### src/rtl/lvds_pkg.sv
// rtl/lvds_pkg.sv - shared widths, state encoding and helpers for the link monitor
// Purpose : common definitions imported by link_monitor and lm_window.
// Contents: ERR_W / RECV_W / WIN_ERR_W counter widths, lm_state_e FSM encoding,
//           sat_err() clamp of a 64-bit error delta to the 32-bit window count.
package lvds_pkg;

  localparam int ERR_W     = 64;
  localparam int RECV_W    = 58;
  localparam int WIN_ERR_W = 32;

  typedef enum logic [2:0] {
    ST_IDLE    = 3'd0,
    ST_CLEAR   = 3'd1,
    ST_ACQUIRE = 3'd2,
    ST_LOCKED  = 3'd3,
    ST_LOST    = 3'd4
  } lm_state_e;

  function automatic logic [WIN_ERR_W-1:0] sat_err(input logic [ERR_W-1:0] d);
    sat_err = (|d[ERR_W-1:WIN_ERR_W]) ? '1 : d[WIN_ERR_W-1:0];
  endfunction

endpackage

### src/rtl/lm_window.sv
// rtl/lm_window.sv - window slicer: bases, modular deltas, close detection
// Purpose : tracks the counter bases of the current window, detects when
//           2^WIN_LOG2 words have been received and reports the clamped
//           error delta of the window that just closed.
// Ports   : CLKP/RSTXP   clock, asynchronous active-low reset
//           load_i       reload bases from the inputs every cycle (monitor idle)
//           active_i     window detection enabled (ACQUIRE/LOCKED)
//           err_cnt_i    cumulative lane error count
//           recv_cnt_i   cumulative lane received-word count
//           close_o      one-cycle pulse, registered, one edge after the close
//           d_o          clamped error count of the closed window
module lm_window
  import lvds_pkg::*;
#(
  parameter int unsigned WIN_LOG2 = 20
) (
  input  logic                 CLKP,
  input  logic                 RSTXP,
  input  logic                 load_i,
  input  logic                 active_i,
  input  logic [ERR_W-1:0]     err_cnt_i,
  input  logic [RECV_W-1:0]    recv_cnt_i,
  output logic                 close_o,
  output logic [WIN_ERR_W-1:0] d_o
);

  localparam logic [RECV_W-1:0] WIN_LEN = RECV_W'(1) << WIN_LOG2;

  logic [ERR_W-1:0]     err_base_q;
  logic [RECV_W-1:0]    recv_base_q;
  logic                 close_q;
  logic [WIN_ERR_W-1:0] d_q;
  logic [ERR_W-1:0]     err_delta;
  logic [RECV_W-1:0]    recv_delta;
  logic                 hit;

  // Subtraction wraps at the counter width, so lane counter roll-over is harmless.
  assign err_delta  = err_cnt_i - err_base_q;
  assign recv_delta = recv_cnt_i - recv_base_q;
  assign hit        = active_i && (recv_delta >= WIN_LEN);

  // Bases restart from the live counters rather than base+window so that a
  // window never inherits the overshoot of the previous one.
  always_ff @(posedge CLKP or negedge RSTXP) begin
    if (!RSTXP) begin
      err_base_q  <= '0;
      recv_base_q <= '0;
      close_q     <= 1'b0;
      d_q         <= '0;
    end else begin
      close_q <= hit;
      if (load_i || hit) begin
        err_base_q  <= err_cnt_i;
        recv_base_q <= recv_cnt_i;
      end
      if (hit) begin
        d_q <= sat_err(err_delta);
      end
    end
  end

  assign close_o = close_q;
  assign d_o     = d_q;

endmodule

### src/rtl/link_monitor.sv
// rtl/link_monitor.sv - link-quality supervisor with lock/loss FSM and snapshot port
// Purpose : grades fixed windows of received words, runs IDLE/CLEAR/ACQUIRE/
//           LOCKED/LOST, re-clears the lane on degradation and offers a
//           four-phase coherent snapshot of the two lane counters.
// Macro   : LINK_MONITOR_STALL_EN - adds a RECV_CNT stall detector that forces
//           LOST after STALL_CYC unchanged cycles in ACQUIRE/LOCKED.
// Ports   : CLKP/RSTXP           clock, asynchronous active-low reset
//           ENABLE               monitor enable, low forces IDLE
//           ERR_CNT/RECV_CNT     cumulative lane counters
//           CLR                  registered counter clear to the lane
//           STATE/LINK_UP        FSM state and lock indication
//           WIN_VALID/WIN_ERR    window-close pulse and its error count
//           BAD_WIN_CNT          saturating bad-window total since CLEAR
//           SNAP_REQ/SNAP_ACK    four-phase snapshot handshake
//           SNAP_ERR/SNAP_RECV   captured counters
module link_monitor
  import lvds_pkg::*;
#(
  parameter int unsigned WIN_LOG2  = 20,
  parameter int unsigned LOCK_WINS = 4,
  parameter int unsigned BAD_THR   = 16,
  parameter int unsigned LOST_WINS = 2,
  parameter int unsigned CLR_CYC   = 8,
  parameter int unsigned STALL_CYC = 1024
) (
  input  logic                 CLKP,
  input  logic                 RSTXP,
  input  logic                 ENABLE,
  input  logic [ERR_W-1:0]     ERR_CNT,
  input  logic [RECV_W-1:0]    RECV_CNT,
  output logic                 CLR,
  output logic [2:0]           STATE,
  output logic                 LINK_UP,
  output logic                 WIN_VALID,
  output logic [WIN_ERR_W-1:0] WIN_ERR,
  output logic [15:0]          BAD_WIN_CNT,
  input  logic                 SNAP_REQ,
  output logic                 SNAP_ACK,
  output logic [ERR_W-1:0]     SNAP_ERR,
  output logic [RECV_W-1:0]    SNAP_RECV
);

  lm_state_e            state_q, state_d;
  logic                 clr_q, clr_d;
  logic                 link_up_q, link_up_d;
  logic                 win_valid_q, win_valid_d;
  logic [WIN_ERR_W-1:0] win_err_q, win_err_d;
  logic [15:0]          bad_win_cnt_q, bad_win_cnt_d;
  logic [7:0]           cyc_q, cyc_d;
  logic [3:0]           clean_run_q, clean_run_d;
  logic [3:0]           bad_run_q, bad_run_d;
  logic                 snap_ack_q, snap_ack_d;
  logic [ERR_W-1:0]     snap_err_q, snap_err_d;
  logic [RECV_W-1:0]    snap_recv_q, snap_recv_d;

  logic                 active;
  logic                 win_close;
  logic [WIN_ERR_W-1:0] win_d;
  logic                 win_bad;
  logic                 stall;
  logic                 grade;

  assign active  = (state_q == ST_ACQUIRE) || (state_q == ST_LOCKED);
  assign win_bad = (win_d > WIN_ERR_W'(BAD_THR));

  lm_window #(
    .WIN_LOG2 (WIN_LOG2)
  ) u_window (
    .CLKP       (CLKP),
    .RSTXP      (RSTXP),
    .load_i     (!active),
    .active_i   (active),
    .err_cnt_i  (ERR_CNT),
    .recv_cnt_i (RECV_CNT),
    .close_o    (win_close),
    .d_o        (win_d)
  );

`ifdef LINK_MONITOR_STALL_EN
  localparam int unsigned STALL_W = $clog2(STALL_CYC + 1);

  logic [STALL_W-1:0] stall_cnt_q, stall_cnt_d;
  logic [RECV_W-1:0]  recv_prev_q;
  logic               recv_same;

  assign recv_same = (RECV_CNT == recv_prev_q);
  // Fires on the STALL_CYC-th consecutive unchanged cycle after the last change.
  assign stall = active && recv_same && (stall_cnt_q == STALL_W'(STALL_CYC - 1));

  always_comb begin
    stall_cnt_d = stall_cnt_q + STALL_W'(1);
    if (!active || !recv_same || (state_d != state_q)) begin
      stall_cnt_d = '0;
    end
  end

  always_ff @(posedge CLKP or negedge RSTXP) begin
    if (!RSTXP) begin
      stall_cnt_q <= '0;
      recv_prev_q <= '0;
    end else begin
      stall_cnt_q <= stall_cnt_d;
      recv_prev_q <= RECV_CNT;
    end
  end
`else
  assign stall = 1'b0;
`endif

  // A close is graded only while still supervising; a simultaneous stall or
  // ENABLE drop discards it.
  assign grade = win_close && active && ENABLE && !stall;

  always_comb begin
    state_d       = state_q;
    cyc_d         = '0;
    clean_run_d   = clean_run_q;
    bad_run_d     = bad_run_q;
    bad_win_cnt_d = bad_win_cnt_q;
    win_valid_d   = 1'b0;
    win_err_d     = win_err_q;
    snap_ack_d    = snap_ack_q;
    snap_err_d    = snap_err_q;
    snap_recv_d   = snap_recv_q;

    if (grade) begin
      win_valid_d = 1'b1;
      win_err_d   = win_d;
      if (win_bad && (bad_win_cnt_q != 16'hFFFF)) begin
        bad_win_cnt_d = bad_win_cnt_q + 16'd1;
      end
    end

    case (state_q)
      ST_IDLE: begin
        if (ENABLE) state_d = ST_CLEAR;
      end
      ST_CLEAR: begin
        cyc_d         = cyc_q + 8'd1;
        clean_run_d   = '0;
        bad_run_d     = '0;
        bad_win_cnt_d = '0;
        if (cyc_q == 8'(CLR_CYC - 1)) state_d = ST_ACQUIRE;
      end
      ST_ACQUIRE: begin
        if (grade) begin
          if (win_bad) begin
            clean_run_d = '0;
          end else begin
            clean_run_d = clean_run_q + 4'd1;
            if ((clean_run_q + 4'd1) == 4'(LOCK_WINS)) state_d = ST_LOCKED;
          end
        end
      end
      ST_LOCKED: begin
        if (grade) begin
          if (win_bad) begin
            bad_run_d = bad_run_q + 4'd1;
            if ((bad_run_q + 4'd1) == 4'(LOST_WINS)) state_d = ST_LOST;
          end else begin
            bad_run_d = '0;
          end
        end
      end
      ST_LOST: begin
        state_d = ST_CLEAR;
      end
      default: begin
        state_d = ST_IDLE;
      end
    endcase

    if (stall) state_d = ST_LOST;
    if (!ENABLE) state_d = ST_IDLE;

    // Outputs follow the next state so CLR and LINK_UP switch with STATE.
    clr_d     = (state_d == ST_IDLE) || (state_d == ST_CLEAR);
    link_up_d = (state_d == ST_LOCKED);

    if (!snap_ack_q && SNAP_REQ) begin
      snap_ack_d  = 1'b1;
      snap_err_d  = ERR_CNT;
      snap_recv_d = RECV_CNT;
    end else if (snap_ack_q && !SNAP_REQ) begin
      snap_ack_d = 1'b0;
    end
  end

  always_ff @(posedge CLKP or negedge RSTXP) begin
    if (!RSTXP) begin
      state_q       <= ST_IDLE;
      clr_q         <= 1'b1;
      link_up_q     <= 1'b0;
      win_valid_q   <= 1'b0;
      win_err_q     <= '0;
      bad_win_cnt_q <= '0;
      cyc_q         <= '0;
      clean_run_q   <= '0;
      bad_run_q     <= '0;
      snap_ack_q    <= 1'b0;
      snap_err_q    <= '0;
      snap_recv_q   <= '0;
    end else begin
      state_q       <= state_d;
      clr_q         <= clr_d;
      link_up_q     <= link_up_d;
      win_valid_q   <= win_valid_d;
      win_err_q     <= win_err_d;
      bad_win_cnt_q <= bad_win_cnt_d;
      cyc_q         <= cyc_d;
      clean_run_q   <= clean_run_d;
      bad_run_q     <= bad_run_d;
      snap_ack_q    <= snap_ack_d;
      snap_err_q    <= snap_err_d;
      snap_recv_q   <= snap_recv_d;
    end
  end

  assign CLR         = clr_q;
  assign STATE       = state_q;
  assign LINK_UP     = link_up_q;
  assign WIN_VALID   = win_valid_q;
  assign WIN_ERR     = win_err_q;
  assign BAD_WIN_CNT = bad_win_cnt_q;
  assign SNAP_ACK    = snap_ack_q;
  assign SNAP_ERR    = snap_err_q;
  assign SNAP_RECV   = snap_recv_q;

endmodule
### config.mk
export PLATFORM = sky130hd
export DESIGN_NAME = link_monitor
export DESIGN_NICKNAME = d
export VERILOG_FILES = /design/src/rtl/lvds_pkg.sv /design/src/rtl/lm_window.sv /design/src/rtl/link_monitor.sv
export SDC_FILE = /design/constraint.sdc
export NUM_CORES = 1
export LEC_CHECK = 0
export CAP_MARGIN = 0
export CORE_MARGIN = 2
export CORE_UTILIZATION = 55
export CTS_BUF_LIST = sky130_fd_sc_hd__clkbuf_4 sky130_fd_sc_hd__clkbuf_8 sky130_fd_sc_hd__clkbuf_16
export DETAILED_ROUTE_END_ITERATION = 8
export PLACE_DENSITY = 0.9
export SLEW_MARGIN = 20
export SYNTH_ARGS = -nofsm -noshare
export SYNTH_HDL_FRONTEND = slang
export SYNTH_SLANG_ARGS = --single-unit
### constraint.sdc
create_clock -name CLKP -period 11.3 [get_ports CLKP]
set_input_delay 2.26 -clock CLKP [delete_from_list [all_inputs] [get_ports CLKP]]
set_output_delay 2.26 -clock CLKP [all_outputs]
set_load 0.02 [all_outputs]
Word level (Yosys, flattened, before mapping) --
Cells that the tools add are included.
Storage, ports and cells: register bits after elaboration 348, bits of input ports 126, output and inout bits 177, logic and storage cells 83
Cells by class: add/subtract/negate cells 6, $lt $le $gt $ge 2, equality and inequality tests 12, multiplexer cells 23, reduce and logical (&&, ||, !) cells 24
Operators with widths (count):
- subtractor 64 bit | 1
- >= comparator 58 x 21 -> 1 bit, second input constant | 1
- subtractor 58 bit | 1
- 2-to-1 mux 16 bit | 3
- greater-than comparator 32 x 5 -> 1 bit, second input constant | 1
- 2-to-1 mux 32 bit | 1
- OR reduction 32 bit | 1
- 2-to-1 mux 3 bit | 8
- adder 16 x 1 -> 16 bit, second input constant | 1
- 2-to-1 mux 4 bit | 4
- inequality test 16 bit, second input constant | 1
- case mux 4 bit (2 select lines) | 2
- case mux 3 bit (4 select lines) | 1
- nonzero test 2 bit | 5
- == test 3 x 2 -> 1 bit, second input constant | 3
- adder 4 x 1 -> 4 bit, second input constant | 2
- adder 8 x 1 -> 8 bit, second input constant | 1
- == test 8 x 3 -> 1 bit, second input constant | 1
- 2-to-1 mux 8 bit | 1
- == test 3 x 1 -> 1 bit, second input constant | 2
- logical AND 1 bit | 6
- logical NOT 3 bit | 2
- AND reduction 2 bit | 3
- == test 4 x 2 -> 1 bit, second input constant | 1
- other kinds (7) | 14

Longest topological paths before layout --
Gate-level depths: netlist of the first run.
depth after elaboration 9, depth in mapped cells 18, mapped depth without buffers 15

Hierarchy --
From an unflattened synthesis of the first run, not the netlist that was laid out.
Unflattened totals: cell total of the unflattened synthesis 2730, area total of the unflattened synthesis 24136.9 µm²
Modules (own cells, without submodules):
- lm_window | times used 1, cells each 2105, area each 16305.6 µm², sequential area each 3878.7 µm²
- link_monitor | times used 1, cells each 625, area each 7831.3 µm², sequential area each 4830.9 µm²

Least setup slack after synthesis of the first run --
No wires, ideal clock.
kind in2reg, start input port RECV_CNT[22], end register u_window.err_base_q[56], arrival time 5873 ps, data required time 11173 ps, slack 5300 ps, stages 17, path through ha_1 buf_2 a21oi_1 o21ai_1 a221oi_2 o21ai_1 a2bb2o_1 nor4_1 nand4_1 or4_1 nor4_1 and4_1 and2_1 buf_6 buf_12 buf_8 mux2_1
Between the ends: word-level cells in the longest chain between the ends 4
Ends and longest elaborated chain:
- start: declaration | line link_monitor.sv:30 | input logic [RECV_W-1:0] RECV_CNT,
- subtractor 58 bit | line lm_window.sv:39 | assign recv_delta = recv_cnt_i - recv_base_q;
- >= comparator 58 x 21 -> 1 bit | line lm_window.sv:40 | assign hit = active_i && (recv_delta >= WIN_LEN);
- logical AND 1 bit | line lm_window.sv:40
- logical OR 1 bit | line lm_window.sv:52 | if (load_i || hit) begin
- end signal: assignment | line lm_window.sv:53 | err_base_q <= err_cnt_i;
- end: declaration | line lm_window.sv:29 | logic [ERR_W-1:0] err_base_q;
No other way between the ends. A chain may end at the register's enable or synchronous reset.

Worst setup path after layout of the first run --
start input port RECV_CNT[20], end register u_window.recv_base_q[40]
Between the ends: word-level cells in the longest chain between the ends 4
Ends and longest elaborated chain:
- subtractor 58 bit | line lm_window.sv:39
- >= comparator 58 x 21 -> 1 bit | line lm_window.sv:40
- logical AND 1 bit | line lm_window.sv:40
- logical OR 1 bit | line lm_window.sv:52
- end signal: assignment | line lm_window.sv:54 | recv_base_q <= recv_cnt_i;
- end: declaration | line lm_window.sv:30 | logic [RECV_W-1:0] recv_base_q;
No other way between the ends.

==> flow_summary.yaml, run 1 <==
hold_path:
  holdCritStartpoint: "cyc_q[0]"
  hp-class: "reg -> reg"
synth:
  synth_simple_gate_area_share_pct: 14.1
  synth_nets: 2595
  yosys-mux-area-fraction_pct: 12.9
  syn_area_um2: 22000
  synth_compound_area_share_pct: 16.9
  yosysUniqueCellTypes: 77
  yosysWarnings: 0
  synth-main-ff-cell: "dfrtp_1"
  ys_seq_elements: 348
  ys_seq_area_share_pct: 39.6
  synth_fa_ha_area_share_pct: 7.26
  netlist_instances: 2342
  synth-xor-area-share_pct: 3.15
  synth_edf_count: 0
  syn_area_per_cell_um2: 9.39
  async_flop_share_pct: 100
  synth_top_family_by_area: "compound AO/OA/AOI/OAI gates"
detailed_routing:
  drc: 0
  ant_nets: 0
  wl_per_cell_um: 20.6
  vias: 19400
  vias_per_cell: 6.17
  routed_wl_mm: 64.7
  drt_iter0_markers: 1845
  drtPass1Iterations: 7
critical_path:
  rr_startpoint: "u_window.recv_base_q[20]"
  cp.required_ns: 11.74
  cp-start-kind: "primary input"
  rrSetupSlack_ns: 4.90
  worstRegToRegCells: 15
  crit_arrival_ns: 8.63
  cp-endpoint: "u_window.recv_base_q[40]"
  path_max_fanout: 76
  reg2reg_to: "u_window.recv_base_q[40]"
  crit_type: "in -> reg"
  crit_start: "RECV_CNT[20]"
  end_kind: "register"
clocking:
  cts-root-buf: "clkbuf_16"
  post_cts_buffers: 0
  hold_buffers: 0
  cts_tree: "done"
  clkSlewWorstSetupHoldPaths_ns: 0.06
  cts_resized: 0
  clock_sinks: 348
  clockBufferDepth: 3
  clk_latency_ns: 0.58
  numCtsBuffers: 38
  htree_levels: 2
place:
  portBuffers: 302
  post_dp_cell_area_um2: 25200
  hpwl_mm: 48.8
  dp.cells: 3066
  gp_congestion: 0.995
pwr:
  leakagePower_uw: 0.0115
  total_power_uw: 4520
  ir_worst_vdd_mv: 0.179
  power_density_nw_per_um2: 170
floorplan:
  die_w_um: 204
  die_area_um2: 41600
  dieHeight_um: 204
  rows: 73
  initial_core_util_pct: 55.5
  core_area_um2: 39600
  io_pins: 303
cells_and_area:
  fin_area_um2: 26600
  drive_gt1_share_pct: 10.0
  area_delta_synth_final_pct: 20.8
  final_cells: 3134
  fin_nets: 2835
  diodes: 0
sta:
  grt_setup_unrepaired: "false"
  clock.fmax_ghz: 0.122
  period_needed_ns: 8.19
  finalCritPeriodShare_pct: 72.5
  worst_clock_skew_ns: 0.0246
  max_slew_margin_pct: 25.6
  finalHoldViolCount: 0
  slew_violations: 0
  worstMarginPinSlew_ns: 1.12
  fin_setup_tns_ns: 0
  setup_viol: 0
global_route:
  antenna_found_initial: 0
  grt.overflow.total: 0
  grt_max_degree: 173
  grt_pass1_vias: 19000
  grt_pass1_wl_mm: 103
  grt.total_usage_pct: 30.9
flow_run:
  cap_violations: 0
status:
  outcome: "finished, final reports clean"
where the power goes:
| part | internal (uW) | switching (uW) |
|---|---|---|
| Clock | 808 | 541 |
| Combinational | 736 | 854 |
| Sequential | 1460 | 118 |
| Total | 3010 | 1510 |
state kept, by name, summed over array words and instances, names as in the netlist, 3 cells and up:
| register | flops |
|---|---|
| SNAP_ERR | 64 |
| u_window.err_base_q | 64 |
| SNAP_RECV | 58 |
| u_window.recv_base_q | 58 |
| WIN_ERR | 32 |
| u_window.d_o | 32 |
| BAD_WIN_CNT | 16 |
| cyc_q | 8 |
| bad_run_q | 4 |
| clean_run_q | 4 |
| STATE | 3 |
metal layers:
| metal | vias to the layer above | track usage (%) | wire, um |
|---|---|---|---|
| met5 | - | 0 | 0 |
| met1 | 9361 | 43.1 | 28200 |
| met2 | 913 | 48.6 | 29300 |
| met4 | 0 | 9.06 | 1900 |
| li1 | 8935 | - | - |
| met3 | 141 | 6.41 | 5320 |
cells by family after synthesis:
kind of cell	after synthesis
buf+inv	302
mux	253
compound gates	581
flops	348
simple gates	652
xor+xnor	79
fa+ha+maj	127
worst max-delay path, cell delays in order:
cell and delay, ns:
clkdlybuf4s50_1 0.46, ha_1 0.46, a21oi_1 0.27, o21ai_1 0.22, a221oi_2 0.54, o21ai_1 0.25
a2bb2o_1 0.37, nor4_1 0.33, nand4_1 0.15, or4_1 0.54, nor4_1 0.26, and4_1 0.41
and2_4 0.95, buf_4 0.65, mux2_2 0.42
cells in the mapped netlist, types with 17 or more instances:
master    instances  area share, %
a211oi_1         23           0.79
a21o_1           35            1.2
a21oi_1         166            3.8
a31oi_1          17           0.48
a32oi_1          34            1.4
and3_1           22           0.63
buf_2            22           0.50
clkbuf_1         71            1.2
dfrtp_1         347             39
ha_1            126            7.2
inv_1           193            3.3
mux2_1           77            3.9
mux2_2          165            8.4
nand2_1         206            3.5
nand2b_1         17           0.48
nand3_1          45            1.0
nand4_1          64            1.8
nor2_1          161            2.7
nor3_1           39           0.89
nor4_1           24           0.68
o211ai_1         18           0.61
o21ai_0         144            3.3
or3_1            17           0.48
xnor2_1          41            1.6
xor2_1           38            1.5
how the worst min path moves through the flow:
stage | endpoint | slack, ns | depth (start not counted)
final | cyc_q[0] | 0.46 | 1
after global routing | cyc_q[0] | 0.47 | 1
after CTS | cyc_q[0] | 0.46 | 1
after detailed placement | cyc_q[0] | 0.45 | 1
after global placement | cyc_q[0] | 0.45 | 1
after floorplan | cyc_q[0] | 0.43 | 1
cell usage in the layout, fill, tap and decap left out, drive strengths merged, types with 8 or more instances in the layout:
cell           count
dfrtp            347
clkdlybuf4s50    301
mux2             242
nand2            206
inv              195
a21oi            167
nor2             161
o21ai            153
ha               126
nand4             64
clkbuf            50
nand3             45
xnor2             41
nor3              40
xor2              38
a21o              35
a32oi             34
nor4              24
a211oi            23
and3              22
o211ai            18
or3               17
a31oi             17
nand2b            17
o21a              16
o21bai            14
nor2b             13
mux2i             11
nor3b             10
o31ai             10
and2              10
a221oi            10
o2111ai            9
buf                8
layout make-up:
| type | count | area (um2) |
|---|---|---|
| multi-input cells | 1692 | 12000 |
| inverters | 193 | 724 |
| fillers | 3041 | 13100 |
| clock buffers | 50 | 1100 |
| clock inverters | 17 | 258 |
| repair buffers | 309 | 3110 |
| flip-flops and latches | 348 | 8710 |
| well taps | 525 | 657 |
stage by stage:
| stage | hold WS, ns | setup WS (ns) | util, % |
|---|---|---|---|
| 2_1_floorplan | 0.425 | 5.30 | - |
| 3_3_place_gp | 0.449 | 2.69 | 63.5 |
| 3_5_place_dp | 0.453 | 2.73 | 63.5 |
| 4_1_cts | 0.460 | 3.27 | 66.9 |
| 5_1_grt | 0.474 | 2.72 | 67.0 |
| 6_report | 0.462 | 3.11 | 67.0 |
(Power assumes the default switching activity.)
==> run 2, diff against run 1 <==
CORE_UTILIZATION = 51   (was 55)
PLACE_DENSITY = 0.88   (was 0.9)
clock period = 7 ns   (was 11.3 ns; I/O delays follow)
==> run 2 against run 1 <==
Cell area up 0.82%. Non-clock buffer count rose by 20. Final cell count up 1.3%. Setup slack got worse by 2.3 ns. Critical path depth is the same. Flip-flop and latch count unchanged. Combinational power is 60% higher. Routed wire length fell by 4.3%. Total power is 62% higher. Count of clock-buffer cells in the layout increased by 3.
==> flow_summary.yaml, run 2 (synthesized netlist as in run 1, its figures left out) <==
status:
  outcome: "finished, final reports clean"
sta:
  period_needed_ns: 6.21
  worstMarginPinSlew_ns: 1.03
  fin_setup_tns_ns: 0
  clock.fmax_ghz: 0.161
  finalHoldViolCount: 0
  finalCritPeriodShare_pct: 88.7
  setup_viol: 0
  slew_violations: 0
  layout_setup_ws_ns: 0.789
  worst_clock_skew_ns: 0.0187
  grt_setup_unrepaired: "false"
  max_slew_margin_pct: 31.6
place:
  post_dp_cell_area_um2: 25400
  portBuffers: 302
  gp_congestion: 1.03
  hpwl_mm: 47.5
  dp.cells: 3107
  place_ws_ns: 0.434
cells_and_area:
  area_delta_synth_final_pct: 21.8
  fin_nets: 2855
  final_cells: 3175
  layout_common_cells: "dfrtp_1 (347), clkdlybuf4s50_1 (301), nand2_1 (206), inv_1 (193), a21oi_1 (166)"
  fin_area_um2: 26800
  seq_area_um2: 8710
  drive_gt1_share_pct: 10.7
  diodes: 0
  nFillCells: 3438
  final_common_cell: "dfrtp_1"
  multiInputGateArea_um2: 12000
floorplan:
  dieHeight_um: 212
  initial_core_util_pct: 51.4
  io_pins: 303
  core_area_um2: 42800
  rows: 76
  die_area_um2: 44800
  die_w_um: 212
clocking:
  cts-root-buf: "clkbuf_16"
  clockBufferDepth: 3
  numCtsBuffers: 38
  clk_latency_ns: 0.57
  cts_resized: 0
  clock_sinks: 348
  post_cts_buffers: 0
  hold_buffers: 0
  htree_levels: 2
  clkSlewWorstSetupHoldPaths_ns: 0.06
  cts_tree: "done"
detailed_routing:
  wl_per_cell_um: 19.5
  vias_per_cell: 5.98
  drtPass1Iterations: 6
  ant_nets: 0
  drc: 0
  drt_iter0_markers: 1650
  vias: 19000
  routed_wl_mm: 61.9
critical_path:
  cp.required_ns: 7.42
  crit_path_cell_trace: "clkdlybuf4s50_1, ha_1, o211ai_1, a21oi_1, o211ai_1, o21ai_0, a21oi_1, xnor2_1, or4_1, a2111o_1, nor4_1, nand4_1, nor2_2, buf_4, a32oi_1"
  critPathSlowestCell: "o21ai_0"
  end_kind: "register"
  path_delay_family: "compound AO/OA/AOI/OAI gates"
  worstRegToRegCells: 15
  path_max_fanout: 32
  path_buf_inv: 2
  crit_arrival_ns: 6.63
  cp-start-kind: "primary input"
  worst-path-stages: 15
  crit_type: "in -> reg"
  slowest_delay_ns: 0.77
global_route:
  grt_pass1_vias: 18800
  grt.overflow.total: 0
  antenna_found_initial: 0
  grt.total_usage_pct: 27.8
  grt_pass1_wl_mm: 100
  grt_max_degree: 165
pwr:
  leakagePower_uw: 0.0116
  ir_worst_vdd_mv: 0.351
  power_density_nw_per_um2: 274
  total_power_uw: 7330
hold_path:
  holdPathStages: 1
  hp-class: "reg -> reg"
flow_run:
  cap_violations: 0
## run 2: worst paths after layout
check,from,end,slack (ns)
worst max-delay path,ERR_CNT[4],u_window.d_o[28],0.79
worst min-delay path,cyc_q[0],cyc_q[0],0.46
worst max register to register,u_window.err_base_q[4],u_window.d_o[28],1.83
worst min register to register,cyc_q[0],cyc_q[0],0.46
max in group asynchronous,RSTXP,WIN_ERR[27],4.66
min in group asynchronous,RSTXP,SNAP_RECV[28],0.91
## run 2: report_power, final
group          internal (uW)  total (uW)  switching, uW
registers               2360        2550            192
clock network           1370        2220            854
logic                   1190        2550           1360
## run 2: area by class of cell
cell class                 instances  share of cell area, %
clock buffer                      53                   4.13
sequential                       348                   32.5
tap                              546                   2.55
clock inverter                    14                   1.02
inverter                         193                   2.70
multi-input combinational       1692                   44.7
timing repair buffer             329                   12.3
## run 2: metrics by stage
| step | hold slack, ns | util, % |
|---|---|---|
| floorplan | 0.425 | - |
| global placement | 0.443 | 59.3 |
| detailed placement | 0.444 | 59.3 |
| CTS | 0.452 | 62.5 |
| global route | 0.494 | 62.6 |
| finish | 0.456 | 62.6 |
## run 2: metal layers
| metal | global-route usage, % | up-vias | part of all wire, % |
|---|---|---|---|
| met3 | 4.49 | 100 | 6.7 |
| met4 | 8.64 | 0 | 2.7 |
| li1 | - | 8978 | - |
| met1 | 38.9 | 9209 | 45 |
| met5 | 0 | - | 0 |
| met2 | 44.4 | 696 | 46 |
